===== src/rtl/krnl_rtl_stream_pattern_generator_if.sv =====
// AXI4-Stream bundle for the pattern generator output.
// Master drives tvalid/tdata/tkeep/tlast; the slave drives tready.
interface krnl_rtl_stream_pattern_generator_if #(
  parameter int unsigned C_M_AXIS_TDATA_WIDTH = 128
) ();
  logic                              tvalid;
  logic                              tready;
  logic [C_M_AXIS_TDATA_WIDTH-1:0]   tdata;
  logic [C_M_AXIS_TDATA_WIDTH/8-1:0] tkeep;
  logic                              tlast;

  modport master (output tvalid, tdata, tkeep, tlast, input tready);
  modport slave  (input tvalid, tdata, tkeep, tlast, output tready);
endinterface


===== src/rtl/krnl_rtl_stream_pattern_generator.sv =====
// Runtime-configurable AXI4-Stream pattern source (increment/constant/decrement).
// Optional accepted-beat counter output stat_beats under `define PATTERN_GEN_BEAT_COUNT_EN.
module krnl_rtl_stream_pattern_generator #(
  parameter int unsigned C_M_AXIS_TDATA_WIDTH = 128,
  parameter int unsigned C_NUMBER_BIT_WIDTH   = 32,
  parameter int unsigned C_LENGTH_WIDTH       = 32
) (
  input  logic                          aclk,
  input  logic                          areset,
  input  logic                          ap_start,
  output logic                          ap_idle,
  output logic                          ap_done,
  input  logic [C_LENGTH_WIDTH-1:0]     cfg_length_bytes,
  input  logic [C_NUMBER_BIT_WIDTH-1:0] cfg_start_value,
  input  logic [C_NUMBER_BIT_WIDTH-1:0] cfg_stride,
  input  logic [1:0]                    cfg_mode,
`ifdef PATTERN_GEN_BEAT_COUNT_EN
  output logic [C_LENGTH_WIDTH-1:0]     stat_beats,
`endif
  krnl_rtl_stream_pattern_generator_if.master m_axis
);
  localparam int unsigned DW = C_M_AXIS_TDATA_WIDTH;
  localparam int unsigned NW = C_NUMBER_BIT_WIDTH;
  localparam int unsigned LW = C_LENGTH_WIDTH;
  localparam int unsigned L  = DW / NW;
  localparam int unsigned B  = DW / 8;

  typedef enum logic [1:0] {S_IDLE, S_RUN, S_DONE} state_t;
  typedef enum logic [1:0] {
    MODE_INC   = 2'd0,
    MODE_CONST = 2'd1,
    MODE_DEC   = 2'd2,
    MODE_RSVD  = 2'd3
  } mode_t;

  state_t        r_state, w_state_nxt;
  logic [LW-1:0] r_beat, r_last_beat;
  logic [B-1:0]  r_last_keep;
  logic [DW-1:0] r_data;
  logic [NW-1:0] r_step;

  mode_t         w_mode;
  logic          w_capture, w_accept, w_is_last;
  logic [LW-1:0] w_rem, w_beats;
  logic [B-1:0]  w_keep_mask;
  logic [DW-1:0] w_init, w_stepped;
  logic [NW-1:0] w_step;

  assign w_mode    = mode_t'(cfg_mode);
  assign w_capture = (r_state == S_IDLE) && ap_start;
  assign w_accept  = (r_state == S_RUN) && m_axis.tready;
  assign w_is_last = (r_beat == r_last_beat);
  assign w_rem     = cfg_length_bytes % LW'(B);
  assign w_beats   = (cfg_length_bytes / LW'(B)) + LW'(w_rem != '0);

  // Lanes hold start +/- i*stride from capture on; each accepted beat adds one
  // precomputed +/-L*stride step, so the per-beat path is adders only.
  always_comb begin
    w_init      = '0;
    w_stepped   = '0;
    w_keep_mask = '0;
    case (w_mode)
      MODE_CONST: w_step = '0;
      MODE_DEC:   w_step = -(NW'(L) * cfg_stride);
      default:    w_step = NW'(L) * cfg_stride;
    endcase
    for (int unsigned i = 0; i < L; i++) begin
      case (w_mode)
        MODE_CONST: w_init[i*NW +: NW] = cfg_start_value;
        MODE_DEC:   w_init[i*NW +: NW] = cfg_start_value - NW'(i) * cfg_stride;
        default:    w_init[i*NW +: NW] = cfg_start_value + NW'(i) * cfg_stride;
      endcase
      w_stepped[i*NW +: NW] = r_data[i*NW +: NW] + r_step;
    end
    for (int unsigned j = 0; j < B; j++) begin
      w_keep_mask[j] = (w_rem == '0) || (LW'(j) < w_rem);
    end
  end

  always_ff @(posedge aclk) begin
    if (areset) r_state <= S_IDLE;
    else        r_state <= w_state_nxt;
  end

  always_comb begin
    w_state_nxt = r_state;
    case (r_state)
      S_IDLE: if (ap_start) w_state_nxt = (cfg_length_bytes != '0) ? S_RUN : S_DONE;
      S_RUN:  if (w_accept && w_is_last) w_state_nxt = S_DONE;
      S_DONE: w_state_nxt = S_IDLE;
      default: w_state_nxt = S_IDLE;
    endcase
  end

  always_ff @(posedge aclk) begin
    if (areset) begin
      r_data      <= '0;
      r_step      <= '0;
      r_beat      <= '0;
      r_last_beat <= '0;
      r_last_keep <= '1;
    end else if (w_capture) begin
      r_data      <= w_init;
      r_step      <= w_step;
      r_beat      <= '0;
      r_last_beat <= w_beats - LW'(1);
      r_last_keep <= w_keep_mask;
    end else if (w_accept) begin
      r_data <= w_stepped;
      r_beat <= r_beat + LW'(1);
    end
  end

  assign m_axis.tvalid = (r_state == S_RUN);
  assign m_axis.tlast  = (r_state == S_RUN) && w_is_last;
  assign m_axis.tkeep  = m_axis.tlast ? r_last_keep : '1;
  assign m_axis.tdata  = r_data;
  assign ap_idle       = (r_state == S_IDLE);
  assign ap_done       = (r_state == S_DONE);

`ifdef PATTERN_GEN_BEAT_COUNT_EN
  logic [LW-1:0] r_stat;
  always_ff @(posedge aclk) begin
    if (areset || w_capture)           r_stat <= '0;
    else if (w_accept && r_stat != '1) r_stat <= r_stat + LW'(1);
  end
  assign stat_beats = r_stat;
`endif
endmodule


===== src/flat_wrapper.sv =====
// flat-port wrapper written by rule: the top's interface ports become plain ports
module krnl_rtl_stream_pattern_generator_flat 
#(
  parameter int unsigned C_M_AXIS_TDATA_WIDTH = 128,
  parameter int unsigned C_NUMBER_BIT_WIDTH   = 32,
  parameter int unsigned C_LENGTH_WIDTH       = 32
)
  (aclk, areset, ap_start, ap_idle, ap_done, cfg_length_bytes, cfg_start_value, cfg_stride, cfg_mode, m_axis_tvalid, m_axis_tdata, m_axis_tkeep, m_axis_tlast, m_axis_tready);
  krnl_rtl_stream_pattern_generator_if #(.C_M_AXIS_TDATA_WIDTH(C_M_AXIS_TDATA_WIDTH)) m_axis_i ();
  input  logic aclk;
  input  logic areset;
  input  logic ap_start;
  output logic ap_idle;
  output logic ap_done;
  input  logic [C_LENGTH_WIDTH-1:0] cfg_length_bytes;
  input  logic [C_NUMBER_BIT_WIDTH-1:0] cfg_start_value;
  input  logic [C_NUMBER_BIT_WIDTH-1:0] cfg_stride;
  input  logic [1:0] cfg_mode;
  output wire logic [$bits(m_axis_i.tvalid)-1:0] m_axis_tvalid;
  output wire logic [$bits(m_axis_i.tdata)-1:0] m_axis_tdata;
  output wire logic [$bits(m_axis_i.tkeep)-1:0] m_axis_tkeep;
  output wire logic [$bits(m_axis_i.tlast)-1:0] m_axis_tlast;
  input wire logic [$bits(m_axis_i.tready)-1:0] m_axis_tready;
  assign m_axis_tvalid = m_axis_i.tvalid;
  assign m_axis_tdata = m_axis_i.tdata;
  assign m_axis_tkeep = m_axis_i.tkeep;
  assign m_axis_tlast = m_axis_i.tlast;
  assign m_axis_i.tready = m_axis_tready;
  krnl_rtl_stream_pattern_generator #(.C_M_AXIS_TDATA_WIDTH(C_M_AXIS_TDATA_WIDTH), .C_NUMBER_BIT_WIDTH(C_NUMBER_BIT_WIDTH), .C_LENGTH_WIDTH(C_LENGTH_WIDTH)) u_core (.aclk(aclk), .areset(areset), .ap_start(ap_start), .ap_idle(ap_idle), .ap_done(ap_done), .cfg_length_bytes(cfg_length_bytes), .cfg_start_value(cfg_start_value), .cfg_stride(cfg_stride), .cfg_mode(cfg_mode), .m_axis(m_axis_i));
endmodule

===== config.mk =====
export PLATFORM = sky130hd
export DESIGN_NAME = krnl_rtl_stream_pattern_generator_flat
export DESIGN_NICKNAME = d
export VERILOG_FILES = /design/src/rtl/krnl_rtl_stream_pattern_generator_if.sv /design/src/rtl/krnl_rtl_stream_pattern_generator.sv /design/src/flat_wrapper.sv
export SDC_FILE = /design/constraint.sdc
export NUM_CORES = 1
export LEC_CHECK = 0
export BUFFER_PORTS_ARGS = -buffer_cell sky130_fd_sc_hd__buf_4
export CAP_MARGIN = 10
export CORE_ASPECT_RATIO = 1.1
export CORE_UTILIZATION = 53
export DETAILED_ROUTE_END_ITERATION = 8
export PLACE_DENSITY_LB_ADDON = 0.08
export SLEW_MARGIN = 30
export SYNTH_ARGS = -nofsm -noshare
export SYNTH_HDL_FRONTEND = slang
export SYNTH_SLANG_ARGS = --single-unit

===== constraint.sdc =====
create_clock -name aclk -period 11.7 [get_ports aclk]
set_clock_uncertainty 0.15 [all_clocks]
set_input_delay 0.585 -clock aclk [delete_from_list [all_inputs] [get_ports aclk]]
set_output_delay 0.585 -clock aclk [all_outputs]
set_load 0.01 [all_outputs]

==> metrics.yaml <==
status:
  status: "complete, no violations"
routing:
  vias: 25800
  wl_per_cell_um: 21.7
  route.antenna.remaining_nets: 0
  post_drt_via_cell_ratio: 6.36
  wl_um: 87900
  drc_errors: 0
  drt-pass1-iter-count: 7
  drt_iter0_markers: 2209
floorplan:
  die_x_um: 209
  initial_core_util: 0.536
  die-area_mm2: 0.0479
  num_rows: 83
  core_area_mm2: 0.0465
  io_pins: 250
  die_h_um: 229
logic_synthesis:
  synth-seq-cells: 237
  synth_warnings: 0
  async_reset_ff_frac: 0
  synth_cell_type_count: 100
  seq_area_frac_synth: 0.190
  synthTopCellsByArea: "dfxtp_1, ha_1, xnor2_1"
  synth_area_per_cell_um2: 7.57
  syn_nets: 3675
  synth_cells: 3292
  yosysTopAreaCell: "dfxtp_1"
  synth_edf_count: 0
  synthFlopType: "dfxtp_1"
  synth_top_cell_area_share: 0.190
  syn_area_mm2: 0.0249
worst_setup_path:
  regToRegSetupSlack_ns: 6.99
  setup.worst_path.start_class: "input pin"
  worst-setup-path-type: "input pin to flop"
  cp.required_ns: 12.01
  cp.arrival_ns: 6.97
  cp-end-kind: "flop"
  cp_max_fo: 8
pwr:
  p_leak_uw: 0.0126
  ir_worst_vdd_v: 0.000111
  p_per_area_mw_per_mm2: 130
  total_power_uw: 3630
finish:
  drive_gt1_frac: 0.109
  nets: 3823
  fill_cells: 4364
  areaGrowthSynthToFinish_pct: 12.1
  diodes: 0
grt:
  grt_pass1_wl_um: 134000
  grt_overflow: 0
  met3_usage: 0.0440
  top_usage_layer: "met2"
  use_met2: 0.601
  antenna_found_initial: 1
  grt_pass1_vias: 24200
  grt_max_degree: 79
  gr-usage-met1: 0.464
  track_usage: 0.353
job:
  drv_cap: 0
clock_network:
  clk_pin_slew_ns: 0.06
  clkLatencyLatePin_ns: 0.59
  cts_tree: "yes"
  ctsResizeCount: 0
  ctsHoldBuffers: 0
  clk_path_buf_depth: 3
  cts-buffers-inserted: 30
  h-tree-depth: 1
  clockRootBuffer: "clkbuf_16"
  post_cts_buffers: 0
  numClockSinks: 237
sta:
  final_hold_viol_count: 0
  finalSetupTns_ns: 0
  period_minus_slack_ns: 6.66
  rsz0062_at_grt: "false"
  setup_viol: 0
  tightestPinTransition_ns: 0.990
  max_slew_margin: 0.340
  drv_slew: 0
  period_share: 0.569
  clock.fmax_mhz: 150
min_path:
  worstHoldPathType: "input pin to flop"
placed_design:
  detailedPlacementHpwl_um: 68400
  place.gp.congestion: 0.960
  io_buffers: 248
## sequential cells by signal (all words and copies together), names as in the netlist
name                 flops
u_core.m_axis.tdata    126
u_core.r_beat           32
u_core.r_step           30
u_core.r_last_keep      15
u_core.r_last_beat      32
u_core.r_state           2
## routing by layer
| metal | part of all wire | vias up |
|---|---|---|
| met2 | 0.46 | 1006 |
| met1 | 0.43 | 12300 |
| met5 | 0 | - |
| met4 | 0.029 | 0 |
| li1 | - | 12400 |
| met3 | 0.080 | 129 |
## final timing paths
kind	startpoint	endpoint	cells past startpoint
setup / recovery	cfg_stride[0]	u_core.m_axis.tdata[127]$_SDFFE_PP0P_	23
hold / removal	cfg_start_value[18]	u_core.m_axis.tdata[18]$_SDFFE_PP0P_	3
setup reg to reg	u_core.r_step[2]$_SDFFE_PP0P_	u_core.m_axis.tdata[62]$_SDFFE_PP0P_	15
hold reg to reg	u_core.m_axis.tdata[1]$_SDFFE_PP0P_	u_core.m_axis.tdata[1]$_SDFFE_PP0P_	2
## cell usage after synthesis (all sizes together), types with 54 or more instances
cell	n
a211oi	65
a21o	124
a21oi	298
and3	54
clkbuf	105
dfxtp	237
ha	273
inv	103
nand2	279
nand2b	56
nand3	81
nor2	290
nor3	122
o21ai	179
xnor2	212
xor2	149
## placed cells by master, fill, tap and decap left out, types with 22 or more instances in the layout
master	netlist	layout
ha_1	273	271
clkbuf_16	0	30
nor3_1	121	121
a21boi_0	35	35
inv_1	103	103
nand2_1	279	275
a22oi_1	26	26
or3_1	23	23
a221oi_1	29	29
o21a_1	31	31
a31oi_1	35	35
and3_1	52	52
nor2b_1	33	33
nor2_1	290	289
o21ai_0	177	177
nand3_1	80	80
a21o_1	124	124
o21bai_1	28	28
a21oi_1	297	297
nand2b_1	56	56
a211oi_1	63	63
a2111oi_0	22	22
and2_1	26	24
nand4_1	39	39
dfxtp_1	237	237
buf_4	4	264
o22ai_1	42	42
xor2_1	149	149
nor4_1	27	26
xnor2_1	212	212
## area by class of cell
type | count | area (um^2) | share of cell area
inverters | 104 | 390 | 0.0140
repair buffers | 264 | 1980 | 0.0709
flip-flops and latches | 237 | 4740 | 0.170
multi-input cells | 2803 | 19200 | 0.686
well taps | 595 | 744 | 0.0266
clock buffers | 42 | 836 | 0.0299
clock inverters | 13 | 86.3 | 0.00309
## power by group
group / internal, uW / switching [uW] / leakage [uW]
Combinational: 706 / 1040 / 0.0101
Clock: 497 / 387 / 0.000458
Sequential: 894 / 109 / 0.00195
Total: 2100 / 1530 / 0.0126
## worst max-delay path, cell delays in order
cell	delay, ns
buf_4	0.15
ha_1	0.22
fa_1	0.43
a21o_1	0.23
a41oi_2	0.30
a21oi_2	0.15
or3_4	0.42
o311ai_4	0.29
o311ai_1	0.19
or4_4	0.59
nor3_1	0.52
nor2_1	0.10
xor2_1	0.17
ha_1	0.36
a21o_1	0.19
a21oi_1	0.18
or4b_2	0.63
a311oi_1	0.41
xnor2_1	0.28
nor4b_1	0.30
mux2i_1	0.12
nand4_1	0.10
nor2_1	0.05
## cells by family after synthesis
group                    share of synthesized area
AND/OR/NAND/NOR                              0.212
AO/OA/AOI/OAI                                0.280
XOR/XNOR                                     0.127
adder cells (fa/ha/maj)                      0.143
buffers and inverters                       0.0426
flip-flops                                   0.190
multiplexers                               0.00537
other                                     0.000150
## metrics by stage
| stage | hold WS (ns) | std cells | util | area (um^2) | setup WS, ns |
|---|---|---|---|---|---|
| after CTS | 0.169 | 4058 | 0.601 | 27900 | 5.11 |
| after global routing | 0.180 | 4058 | 0.601 | 28000 | 4.63 |
| after global placement | 0.294 | 4003 | 0.581 | 27000 | 4.65 |
| final | 0.188 | 4058 | 0.601 | 28000 | 5.04 |
| after floorplan | 0.282 | 3292 | - | 24900 | 5.46 |
| after detailed placement | 0.302 | 4003 | 0.581 | 27000 | 4.52 |
(Power assumes the default switching activity.)
